`src/rtl/a2d_scan_seq.sv`:
```
// a2d_scan_seq
//   Autonomous scan sequencer sitting in front of A2D_intf. Every SCAN_PERIOD
//   clocks (while en is high) it walks the channels enabled in chnnl_mask from
//   0 to 7, issues one conversion per enabled channel and stores each 12-bit
//   result with a valid flag. Results are read back through a registered port.
//
// Ports
//   clk         system clock
//   rst_n       synchronous active-low reset
//   en          scan enable (gates new scan requests only)
//   chnnl_mask  bit i set = channel i is part of the scan
//   strt_cnv    one-cycle conversion start pulse to A2D_intf
//   chnnl       channel to convert, held from strt_cnv until completion
//   cnv_cmplt   completion strobe from A2D_intf
//   res         conversion result, valid with cnv_cmplt
//   rd_chnnl    read address
//   rd_res      stored result for rd_chnnl (1-cycle latency)
//   rd_vld      valid flag for rd_chnnl (1-cycle latency)
//   scan_done   one-cycle pulse at the end of each scan
//   err         sticky conversion timeout flag
//   clr_err     clears err (a simultaneous timeout wins)

module a2d_scan_seq #(
  parameter int SCAN_PERIOD = 1024,
  parameter int TIMEOUT     = 4096
) (
  input  logic        clk,
  input  logic        rst_n,
  input  logic        en,
  input  logic [7:0]  chnnl_mask,
  output logic        strt_cnv,
  output logic [2:0]  chnnl,
  input  logic        cnv_cmplt,
  input  logic [11:0] res,
  input  logic [2:0]  rd_chnnl,
  output logic [11:0] rd_res,
  output logic        rd_vld,
  output logic        scan_done,
  output logic        err,
  input  logic        clr_err
);

  localparam int TW = $clog2(TIMEOUT + 1);

  typedef enum logic [2:0] {IDLE, SELECT, START, WAIT, DONE} state_t;

  state_t        state;
  logic [15:0]   pcnt;
  logic          scan_req;
  logic [7:0]    mask_q;
  logic [2:0]    ptr;
  logic [TW-1:0] tcnt;
  logic [11:0]   result [8];
  logic [7:0]    vld;

  logic last_ch;
  logic timeout_hit;

  assign last_ch     = (ptr == 3'd7);
  assign timeout_hit = (tcnt == TW'(TIMEOUT - 1));

  // Period counter: parked at 0 while disabled so the first request lands in
  // the very cycle en is first seen high.
  always_ff @(posedge clk) begin
    if (!rst_n) begin
      pcnt <= '0;
    end else if (!en) begin
      pcnt <= '0;
    end else if (pcnt == 16'(SCAN_PERIOD - 1)) begin
      pcnt <= '0;
    end else begin
      pcnt <= pcnt + 16'd1;
    end
  end

  // Scan state machine with its datapath. scan_req is a single pending bit,
  // so requests raised during a long scan collapse into one.
  always_ff @(posedge clk) begin
    if (!rst_n) begin
      state     <= IDLE;
      scan_req  <= 1'b0;
      mask_q    <= '0;
      ptr       <= '0;
      tcnt      <= '0;
      strt_cnv  <= 1'b0;
      chnnl     <= '0;
      scan_done <= 1'b0;
      err       <= 1'b0;
      vld       <= '0;
      for (int i = 0; i < 8; i++) begin
        result[i] <= '0;
      end
    end else begin
      strt_cnv  <= 1'b0;
      scan_done <= 1'b0;

      // A timeout in the same cycle overrides this clear below.
      if (clr_err) begin
        err <= 1'b0;
      end

      case (state)
        IDLE: begin
          if (scan_req) begin
            mask_q   <= chnnl_mask;
            scan_req <= 1'b0;
            ptr      <= '0;
            if (chnnl_mask != 8'd0) begin
              state <= SELECT;
            end
          end
        end

        // One cycle per skipped channel.
        SELECT: begin
          if (mask_q[ptr]) begin
            state    <= START;
            strt_cnv <= 1'b1;
            chnnl    <= ptr;
          end else if (last_ch) begin
            state     <= DONE;
            scan_done <= 1'b1;
          end else begin
            ptr <= ptr + 3'd1;
          end
        end

        START: begin
          tcnt  <= '0;
          state <= WAIT;
        end

        // Completion beats a timeout landing in the same cycle.
        WAIT: begin
          if (cnv_cmplt || timeout_hit) begin
            if (cnv_cmplt) begin
              result[ptr] <= res;
              vld[ptr]    <= 1'b1;
            end else begin
              err      <= 1'b1;
              vld[ptr] <= 1'b0;
            end
            if (last_ch) begin
              state     <= DONE;
              scan_done <= 1'b1;
            end else begin
              ptr   <= ptr + 3'd1;
              state <= SELECT;
            end
          end else begin
            tcnt <= tcnt + TW'(1);
          end
        end

        DONE: begin
          state <= IDLE;
        end

        default: begin
          state <= IDLE;
        end
      endcase

      // A fresh request must survive an IDLE accept in the same cycle.
      if (en && (pcnt == 16'd0)) begin
        scan_req <= 1'b1;
      end
    end
  end

  // Registered read port; a same-cycle write shows up one cycle later.
  always_ff @(posedge clk) begin
    if (!rst_n) begin
      rd_res <= '0;
      rd_vld <= 1'b0;
    end else begin
      rd_res <= result[rd_chnnl];
      rd_vld <= vld[rd_chnnl];
    end
  end

endmodule
```
`config.mk`:
```
export PLATFORM = sky130hd
export DESIGN_NAME = a2d_scan_seq
export DESIGN_NICKNAME = d
export VERILOG_FILES = /design/src/rtl/a2d_scan_seq.sv
export SDC_FILE = /design/constraint.sdc
export NUM_CORES = 1
export LEC_CHECK = 0
export ABC_CLOCK_PERIOD_IN_PS = 6500
export BUFFER_PORTS_ARGS = -buffer_cell sky130_fd_sc_hd__buf_4
export CAP_MARGIN = 20
export CORE_UTILIZATION = 60
export CTS_CLUSTER_SIZE = 16
export DETAILED_ROUTE_END_ITERATION = 10
export PLACE_DENSITY = 0.79
export SLEW_MARGIN = 20
export SYNTH_ARGS = -nofsm -noshare
export SYNTH_HDL_FRONTEND = slang
export SYNTH_SLANG_ARGS = --single-unit
```
`constraint.sdc`:
```
create_clock -name clk -period 6.5 [get_ports clk]
set_input_delay 1.625 -clock clk [delete_from_list [all_inputs] [get_ports clk]]
set_output_delay 1.625 -clock clk [all_outputs]
set_load 0.05 [all_outputs]
```
# Word level (Yosys, flattened, before mapping)
# Memories as Yosys holds them, arrays and structs flattened. A register that Yosys moved wholly into a read port is not among the register bits.
# Index checks and enable logic that the tools add are counted.
# word_totals
register_bits	59
ramBits	96
in_bits	28
out_inout_bits	19
elab_cells	96
n_memories	1
# op_classes
addsub	3
order_cmp	3
n_eq_ne	12
mux	41
bitwise	5
n_reduce_logical	19
# memory_table
name	words	word_bits	rd	rd_ports_with_merged_regs	wr	line_no	rtl
result	8	12	1	1	8	53	logic [11:0] result [8];
# op_table
cell	n
$mux 3	11
$pmux 13 s2	1
$mux 1	20
$add 16x1->16 const B	1
$eq 16x10->1 const B	1
$logic_not 16->1	1
$add 13x1->13 const B	1
$eq 13x12->1 const B	1
$mux 13	1
$mux 12	1
$pmux 3 s4	1
$reduce_or 12->1	1
$ne 2x2->1 const B	5
$reduce_and 2->1	5
$pmux 3 s3	1
$and 8x8->8	1
$lt 3x4->1 const B	2
$mux 8	1
$not 8->8	1
$or 8x8->8	1
$reduce_and 4->1	2
$reduce_bool 8->1	1
$bmux 1 s3	2
$eq 3x2->1 const B	2
other kinds (15)	18

# Longest topological paths before layout
# logic_depth
depth_word	8
ltp_mapped	7
mapped_depth_nobuf	6

# Worst setup path before layout
# OpenSTA, ideal clock, no wires.
# synth_timing
path_type	input port to flip-flop
from	input rst_n
to	memory result[2][0] (enable)
setup_ps	398
arrival_time_ps	2919
required_time_ps	6102
path_slack_ps	3183
cell_stages	3
path_cell_list	and2_1 -> nand4_1 -> o21ai_0
# synth_lines
element	line_no	rtl
start, declared	28	input logic rst_n,
end, declared	53	

==> impl_metrics.env <==
export IMPL_status="finished, final reports clean"
export IMPL_yosys_warnings=0
export IMPL_rows=40
export IMPL_mostFrequentLayoutCells="and2_1, edfxtp_1, dfxtp_1"
export IMPL_cp_start_kind="primary input"
export IMPL_worst_path_max_fanout=32
export IMPL_synth_top_cell_area_share_pct=38.3
export IMPL_setup_viol=0
export IMPL_cts_root_buf="clkbuf_16"
export IMPL_p_comb_share_pct=6.2
export IMPL_ys_ff_latch=167
export IMPL_max_cap_violations=0
export IMPL_slew_limit_headroom_pct=30.3
export IMPL_skew_ns=0.00555
export IMPL_layout_setup_ws_ns=2.94
export IMPL_die_w_um=114
export IMPL_r2r_end="result[1][5]$_SDFFCE_PN0P_"
export IMPL_route_detailed_drc=0
export IMPL_switching_share_pct=21.4
export IMPL_areaGrowthSynthToFinish_pct=14.2
export IMPL_dr_first_iter_drc_count=344
export IMPL_r2r_start="ptr[0]$_SDFFE_PN0P_"
export IMPL_post_cts_setup_buffer_count=0
export IMPL_vias=4976
export IMPL_seq_power_share_pct=48.6
export IMPL_fin_setup_tns_ns=0
export IMPL_fin_crit_ns=3.56
export IMPL_hp_class="reg2reg"
export IMPL_yosys_area_top_type="edfxtp_1"
export IMPL_crit_path_end_kind="register"
export IMPL_hold_viol=0
export IMPL_synth_cell_type_count=55
export IMPL_final_core_util_pct=70.9
export IMPL_antenna_found_initial=0
export IMPL_syn_nets=648
export IMPL_grt_max_degree=33
export IMPL_seq_area_frac_synth_pct=57.2
export IMPL_final_fill_count=834
export IMPL_syn_avg_cell_area_sq_um=12.2
export IMPL_p_sw_w=0.000512
export IMPL_internal_power_w=0.00188
export IMPL_synthTopCellsByArea="edfxtp_1, dfxtp_1, and2_1, mux4_2, mux2i_1"
export IMPL_irDropWorstVdd_v=0.000196
export IMPL_core_sq_um=12100
export IMPL_dp_final_hpwl_um=10700
export IMPL_syn_area_sq_um=7520
export IMPL_cts_htree_levels=4
export IMPL_maxSlewViolCount=0
export IMPL_cp_data_required_time_ns=6.57
export IMPL_cts_tree="built"
export IMPL_fin_nets=681
export IMPL_portBuffers=46
export IMPL_gr_total_overflow=0
export IMPL_num_io_pins=47
export IMPL_grt_total_usage_pct=27.0
export IMPL_wire_per_inst_um=19.4
export IMPL_synth_edf_count=96
export IMPL_synth_cells=615
export IMPL_preCtsSetupSlack_ns=2.19
export IMPL_firstDrtPassIters=4
export IMPL_grt_pass1_wl_um=25800
export IMPL_timing_critical_path_to="result[1][5]$_SDFFCE_PN0P_"
export IMPL_rr_worst_depth=3
export IMPL_clock_sinks=167
export IMPL_crit_arrival_ns=3.62
export IMPL_worst_r2r_setup_slack_ns=3.72
export IMPL_p_per_area_nw_per_um2=278
export IMPL_fp_dieH_um=114
export IMPL_timing_final_crit_share_pct=54.7
export IMPL_place_gp_congestion=0.824
export IMPL_finalNonFillerCells=829
export IMPL_layout_commonest_cell="and2_1"
export IMPL_clk_pin_slew_ns=0.06
export IMPL_grt_pass1_vias=4827
export IMPL_fmax_mhz=281
export IMPL_power_leakage_nw=3.16
export IMPL_wl_um=16100
export IMPL_via_per_inst=6.00
export IMPL_p_clk_share_pct=45.2
export IMPL_clk_latency_ns=0.43
export IMPL_drive_gt1_share_pct=20.9
export IMPL_cp_startpoint="rst_n"
export IMPL_hold_buffers=0
export IMPL_dp_cells=796
export IMPL_cts_resized_gates=0
export IMPL_worst_setup_path_type="in2reg"
export IMPL_synth_flop_cell="edfxtp_1"
export IMPL_async_flop_share_pct=0
export IMPL_tightest_slew_ns=1.04
export IMPL_dieArea_sq_um=13000
export IMPL_clockBufferDepth=2
export IMPL_cts_buffers=17
export IMPL_initial_core_util_pct=62.1
export IMPL_rsz0062_at_grt="false"
export IMPL_antenna_cells=0
export IMPL_ant_nets=0
==> flip-flops by register name, summed over array words and instances, names as in the netlist, named ones only <==
signal,flops
chnnl,3
err,1
mask_q,8
pcnt,16
ptr,3
rd_res,12
rd_vld,1
result,96
scan_done,1
scan_req,1
state,3
strt_cnv,1
tcnt,13
==> power by group through the flow <==
stage          Clock [W]  Sequential [W]  Combinational, W
2_1_floorplan          0         0.00119         0.0000810
3_3_place_gp           0         0.00118          0.000144
3_5_place_dp           0         0.00118          0.000148
4_1_cts          0.00109         0.00116          0.000149
5_1_grt          0.00113         0.00116          0.000159
6_report         0.00108         0.00116          0.000149
==> worst min path at each step <==
stage / start / cells past startpoint / end
6_report: mask_q[3]$_SDFFE_PN0P_ / 2 / mask_q[3]$_SDFFE_PN0P_
5_1_grt: mask_q[1]$_SDFFE_PN0P_ / 2 / mask_q[1]$_SDFFE_PN0P_
4_1_cts: mask_q[3]$_SDFFE_PN0P_ / 2 / mask_q[3]$_SDFFE_PN0P_
3_5_place_dp: mask_q[3]$_SDFFE_PN0P_ / 2 / mask_q[3]$_SDFFE_PN0P_
3_3_place_gp: register / 1 / register
2_1_floorplan: register / 1 / register
==> per-layer routing <==
layer | share of wire [%] | vias up | track usage (%)
met5 | 0 | - | 0
met4 | 3.5 | 0 | 13.2
met3 | 6.4 | 33 | 5.95
met2 | 49 | 191 | 44.4
met1 | 41 | 2438 | 34.2
li1 | - | 2314 | -
==> critical path, cell delays in order <==
cell,delay (ns)
buf_4,0.32
and2_1,0.21
nand4_1,0.29
nor3_2,0.63
nand2b_1,0.53
==> cells in the mapped netlist (5+ instances only) <==
library cell / count
a21oi_1: 24
a31o_2: 6
and2_1: 101
buf_2: 6
clkbuf_1: 21
dfxtp_1: 71
edfxtp_1: 96
ha_1: 5
inv_1: 13
mux2i_1: 19
mux4_2: 28
nand2_1: 40
nand2b_1: 7
nand3_1: 17
nand4_1: 13
nor2_1: 42
nor3_1: 7
nor4_1: 10
o21ai_0: 16
xnor2_1: 10
==> cells by family (layout without fill, tap and decap cells) <==
logic type,count (synthesis),count (layout),synth area share (%)
AND/OR/NAND/NOR,266,266,20.0
flip-flops,167,167,57.2
AO/OA/AOI/OAI,65,65,5.91
multiplexers,51,51,11.5
buffers and inverters,47,93,2.85
XOR/XNOR,14,14,1.63
adder cells (fa/ha/maj),5,5,0.832
==> metrics by stage <==
stage	hold WS, ns	area, sq um	power, W
2_1_floorplan	0.444	7520	0.00127
3_3_place_gp	0.458	7920	0.00133
3_5_place_dp	0.468	7920	0.00133
4_1_cts	0.477	8560	0.00240
5_1_grt	0.502	8590	0.00245
6_report	0.479	8590	0.00239
==> area by class of cell <==
class	count	area, sq um	area share (%)
Sequential cell	167	4300	50.1
Clock inverter	15	209	2.43
Clock buffer	17	425	4.95
Inverter	13	48.8	0.568
Multi-Input combinational cell	401	3030	35.3
Tap cell	168	210	2.45
Timing Repair Buffer	48	360	4.20
Power figures use the tool's default switching activity.
